## src/rtl/irq_sequencer.sv

```systemverilog
// irq_sequencer: edge-detecting, masked, fixed-priority interrupt sequencer that drives the return-address stack.
// Define IRQ_NESTING_EN to allow higher-priority preemption with an internal saved-id stack.
module irq_sequencer #(
  parameter int unsigned N_IRQ      = 4,
  parameter logic [9:0]  VEC_BASE   = 10'h3F0,
  parameter int unsigned VEC_STRIDE = 4,
  parameter int unsigned MAX_NEST   = 4
) (
  input  logic             clk,
  input  logic             reset,
  input  logic [N_IRQ-1:0] irq,
  input  logic             mask_we,
  input  logic [N_IRQ-1:0] mask_in,
  input  logic             reti,
  input  logic             stk_overflow,
  input  logic             stk_underflow,
  output logic             push,
  output logic             pop,
  output logic             interrupt,
  output logic             vec_take,
  output logic             ret_take,
  output logic [9:0]       vec_addr,
  output logic [2:0]       active_id,
  output logic             busy,
  output logic             fault
);

  localparam int unsigned DEPTH_W = $clog2(MAX_NEST + 1);
`ifdef IRQ_NESTING_EN
  localparam int unsigned IDX_W = (MAX_NEST > 1) ? $clog2(MAX_NEST) : 1;
`endif

  typedef enum logic [2:0] {
    S_IDLE    = 3'd0,
    S_ENTER   = 3'd1,
    S_SERVICE = 3'd2,
    S_RETURN  = 3'd3,
    S_FAULT   = 3'd4
  } state_e;

  state_e               state_q, state_d;
  logic [N_IRQ-1:0]     irq_q, rise_q, pending_q, pending_d, mask_q, mask_d;
  logic [DEPTH_W-1:0]   depth_q, depth_d;
  logic [2:0]           active_id_q, active_id_d;
  logic                 push_q, push_d, pop_q, pop_d, intr_q, intr_d;
  logic                 vtake_q, vtake_d, rtake_q, rtake_d, busy_q, busy_d, fault_q, fault_d;
  logic [9:0]           vec_q, vec_d;
  logic [N_IRQ-1:0]     eligible;
  logic [2:0]           winner;
  logic                 has_win;
`ifdef IRQ_NESTING_EN
  logic [2:0]           id_stk_q [MAX_NEST];
  logic [2:0]           id_stk_d [MAX_NEST];
`endif

  // Fixed priority: lowest eligible index wins.
  always_comb begin
    eligible = pending_q & mask_q;
    has_win  = |eligible;
    winner   = '0;
    for (int i = int'(N_IRQ) - 1; i >= 0; i--) begin
      if (eligible[i]) winner = 3'(i);
    end
  end

  always_comb begin
    state_d     = state_q;
    pending_d   = pending_q | rise_q;
    mask_d      = mask_we ? mask_in : mask_q;
    depth_d     = depth_q;
    active_id_d = active_id_q;
`ifdef IRQ_NESTING_EN
    id_stk_d    = id_stk_q;
`endif

    unique case (state_q)
      S_IDLE: begin
        if (has_win) begin
          active_id_d = winner;
          state_d     = S_ENTER;
        end
      end
      S_ENTER: begin
        // A fresh rise on the line being entered re-arms it.
        pending_d = (pending_q & ~(N_IRQ'(1) << active_id_q)) | rise_q;
        depth_d   = depth_q + DEPTH_W'(1);
        state_d   = stk_overflow ? S_FAULT : S_SERVICE;
      end
      S_SERVICE: begin
        if (reti) begin
          state_d = S_RETURN;
        end
`ifdef IRQ_NESTING_EN
        else if (has_win && (winner < active_id_q) && (depth_q < DEPTH_W'(MAX_NEST))) begin
          id_stk_d[IDX_W'(depth_q - DEPTH_W'(1))] = active_id_q;
          active_id_d = winner;
          state_d     = S_ENTER;
        end
`endif
      end
      S_RETURN: begin
        depth_d = depth_q - DEPTH_W'(1);
        if (stk_underflow) begin
          state_d = S_FAULT;
        end else if (depth_d == '0) begin
          state_d     = S_IDLE;
          active_id_d = '0;
        end else begin
          state_d = S_SERVICE;
`ifdef IRQ_NESTING_EN
          active_id_d = id_stk_q[IDX_W'(depth_q - DEPTH_W'(2))];
`endif
        end
      end
      S_FAULT: state_d = S_FAULT;
      default: state_d = S_IDLE;
    endcase

    // Outputs are registered as a function of the next state so they align with it.
    push_d  = (state_d == S_ENTER);
    vtake_d = (state_d == S_ENTER);
    pop_d   = (state_d == S_RETURN);
    rtake_d = (state_d == S_RETURN);
    intr_d  = (state_d == S_ENTER) || (state_d == S_RETURN);
    busy_d  = (state_d != S_IDLE);
    fault_d = (state_d == S_FAULT);
    vec_d   = (state_d == S_ENTER) ? VEC_BASE + 10'(32'(active_id_d) * VEC_STRIDE) : '0;
  end

  always_ff @(posedge clk) begin
    irq_q <= irq;
    if (!reset) begin
      state_q     <= S_IDLE;
      rise_q      <= '0;
      pending_q   <= '0;
      mask_q      <= '0;
      depth_q     <= '0;
      active_id_q <= '0;
      push_q      <= 1'b0;
      pop_q       <= 1'b0;
      intr_q      <= 1'b0;
      vtake_q     <= 1'b0;
      rtake_q     <= 1'b0;
      busy_q      <= 1'b0;
      fault_q     <= 1'b0;
      vec_q       <= '0;
`ifdef IRQ_NESTING_EN
      id_stk_q    <= '{default: '0};
`endif
    end else begin
      state_q     <= state_d;
      rise_q      <= irq & ~irq_q;
      pending_q   <= pending_d;
      mask_q      <= mask_d;
      depth_q     <= depth_d;
      active_id_q <= active_id_d;
      push_q      <= push_d;
      pop_q       <= pop_d;
      intr_q      <= intr_d;
      vtake_q     <= vtake_d;
      rtake_q     <= rtake_d;
      busy_q      <= busy_d;
      fault_q     <= fault_d;
      vec_q       <= vec_d;
`ifdef IRQ_NESTING_EN
      id_stk_q    <= id_stk_d;
`endif
    end
  end

  assign push      = push_q;
  assign pop       = pop_q;
  assign interrupt = intr_q;
  assign vec_take  = vtake_q;
  assign ret_take  = rtake_q;
  assign vec_addr  = vec_q;
  assign active_id = active_id_q;
  assign busy      = busy_q;
  assign fault     = fault_q;

endmodule

```

## config.mk

```make
export PLATFORM = sky130hd
export DESIGN_NAME = irq_sequencer
export DESIGN_NICKNAME = d
export VERILOG_FILES = /design/src/rtl/irq_sequencer.sv
export SDC_FILE = /design/constraint.sdc
export NUM_CORES = 1
export LEC_CHECK = 0
export CAP_MARGIN = 20
export CELL_PAD_IN_SITES_DETAIL_PLACEMENT = 1
export CELL_PAD_IN_SITES_GLOBAL_PLACEMENT = 2
export CORE_MARGIN = 1.5
export CORE_UTILIZATION = 26
export CTS_CLUSTER_DIAMETER = 40
export CTS_CLUSTER_SIZE = 14
export DETAILED_ROUTE_END_ITERATION = 16
export MAX_ROUTING_LAYER = met4
export PLACE_DENSITY_LB_ADDON = 0.05
export SKIP_CTS_REPAIR_TIMING = 1
export SLEW_MARGIN = 20
export SYNTH_ARGS = -nofsm -noshare
export SYNTH_HDL_FRONTEND = slang
export SYNTH_SLANG_ARGS = --single-unit
```

## constraint.sdc

```tcl
create_clock -name clk -period 1.57 [get_ports clk]
set_input_delay 0.3925 -clock clk [delete_from_list [all_inputs] [get_ports clk]]
set_output_delay 0.3925 -clock clk [all_outputs]
set_load 0.1 [all_outputs]
```

==> results_dict.tcl <==
set metrics [dict create \
    slowest_stage "dfxtp_1" \
    dr.first_iter.drc_count 44 \
    ys_seq_area_frac 0.499 \
    via_per_inst 4.42 \
    wl_met3_microns 173 \
    min_period_ns 1.52 \
    dieWidth_microns 74.4 \
    worst_ep_required_time_ns 1.74 \
    yosysMostFrequentCell "dfxtp_1" \
    hold_path_class "reg2reg" \
    dieArea_sq_mm 0.00553 \
    vias 1115 \
    drtAntennaViolNets 0 \
    coreArea_sq_mm 0.00482 \
    grt_pass1_vias 1157 \
    numCtsBuffers 5 \
    place_worst_setup_slack_ns -0.178 \
    fin_setup_tns_ns 0 \
    htreeDepth 2 \
    clockBufferDepth 2 \
    cp_slowest_stage_delay_ns 0.33 \
    endpoint_kind "register" \
    nets 201 \
    nFillCells 568 \
    cts_tree "built" \
    crit_fanout 5 \
    ys.flop_type "dfxtp_1" \
    antenna_found_initial 0 \
    synth_area_leaders "dfxtp_1 50%, nor2_1 5.4%, buf_4 5.1%" \
    clock_latency_ns 0.28 \
    ir_drop_mv 0.453 \
    cp_num_buf_inv 2 \
    clock_skew_ns 0.00546 \
    setup_violations 0 \
    die_h_microns 74.4 \
    drc 0 \
    synth_top_area_share 0.499 \
    maxCapViolations 0 \
    final_hold_viol_count 0 \
    gp_congestion 0.761 \
    leakage_uw 0.000842 \
    gr-total-overflow 0 \
    wl_met1_mm 1.51 \
    status "complete, no violations" \
    critPathTopFamily "flip-flops" \
    fmax_ghz 0.660 \
    setup_slack_ns 0.0544 \
    dp_hpwl_mm 2.55 \
    wl_per_cell_microns 13.2 \
    ys_seq_elements 33 \
    routed-wl-met2_mm 1.58 \
    antennaDiodeCount 0 \
    synthToLayoutAreaGrowth_pct 57.9 \
    rows 25 \
    power_density_mw_per_mm2 928 \
    crit_arrival_ns 1.69 \
    port_buffers 31 \
    fin_crit_sh 0.965 \
    io_pins 34 \
    wl_mm 3.32 \
    layout-drive-gt1-share 0.330 \
    top_layer_used "met4" \
    crit_path_start_kind "register" \
    synth_area_sq_mm 0.00132 \
    synth_area_leader_cell "dfxtp_1" \
    power_uw 1940 \
    initial_utilization 0.275 \
    grt_max_degree 13 \
    synth_edf_count 0 \
    clock_sinks 33 \
    firstDrtPassIters 4 \
    cts-root-buf "clkbuf_8" \
    crit_type "reg2reg" \
    synth_common_cells "33 x dfxtp_1, 19 x nor2_1, 9 x a21oi_1, 9 x buf_4, 6 x inv_1" \
    synthCells 139 \
    yosys_warnings 0 \
    synth_cell_types 38 \
    syn_avg_cell_area_sq_um 9.52 \
    path_cells "inv_1 -> ha_1 -> xnor2_2 -> a21oi_2 -> o2bb2ai_1 -> buf_4 -> and2_2" \
    grt_pass1_wl_mm 5.40 \
    clkSlewWorstSetupHoldPaths_ns 0.07 \
    final-max-slew-violation-count 0 \
    async_flop_share 0 \
    gr-usage-all-layers 0.137 \
]
## power breakdown
part / leakage (uW) / switching, uW / internal (uW)
clock network: 0.0000450 / 307 / 307
registers: 0.000273 / 38.4 / 876
logic: 0.000524 / 240 / 172
total: 0.000842 / 585 / 1350
## state kept, by name, summed over array words and instances (netlist names)
signal,count
mask_q,4
ret_take,1
interrupt,1
state_q,3
active_id,3
busy,1
rise_q,4
pending_q,4
vec_addr,3
irq_q,4
depth_q,3
vec_take,1
fault,1
## placed cells by master (no fill, tap or decap), drive strengths merged, types with 4 or more instances in the layout
| master | n |
|---|---|
| clkbuf | 6 |
| a21oi | 9 |
| nor3b | 5 |
| nand2 | 4 |
| mux2i | 4 |
| a211oi | 4 |
| inv | 7 |
| clkdlybuf4s50 | 13 |
| dfxtp | 33 |
| buf | 38 |
| nor3 | 5 |
| nor2 | 19 |
## area by class of cell
class | instances | area, sq um | area share
clock buffers | 6 | 72.6 | 0.0347
repair buffers | 51 | 641 | 0.306
clock inverters | 2 | 10.0 | 0.00479
multi-input cells | 85 | 586 | 0.280
flip-flops and latches | 33 | 668 | 0.320
well taps | 67 | 83.8 | 0.0401
inverters | 8 | 30.0 | 0.0144
## layer usage
metal,GRT usage,vias to the layer above
met5,-,-
met4,0.0545,0
met3,0.0447,6
met2,0.214,29
met1,0.163,526
li1,-,554
## logic make-up (layout without fill, tap and decap cells)
group | after synthesis | in the layout | synth area share
compound gates | 22 | 22 | 0.111
fa+ha+maj | 3 | 3 | 0.0284
flops | 33 | 33 | 0.499
buf+inv | 22 | 67 | 0.0907
simple gates | 49 | 49 | 0.203
mux | 5 | 5 | 0.0388
xor+xnor | 4 | 4 | 0.0265
other cells | 1 | 2 | 0.00283
## path summary, 6_finish.rpt
path / start / endpoint / slack [ns] / cells past startpoint
max: depth_q[1] / ret_take / 0.05 / 7
min: irq_q[2] / rise_q[2] / 0.39 / 1
max reg2reg: depth_q[1] / ret_take / 0.05 / 7
min reg2reg: irq_q[2] / rise_q[2] / 0.39 / 1
## stage by stage
step	hold slack [ns]	cell area (sq um)	cells	utilization
after floorplan	0.373	1340	140	-
after global placement	0.379	1970	243	0.408
after detailed placement	0.381	1970	243	0.408
after CTS	0.393	2050	251	0.425
after global routing	0.411	2090	252	0.434
final	0.389	2090	252	0.434
(Power assumes the default switching activity.)
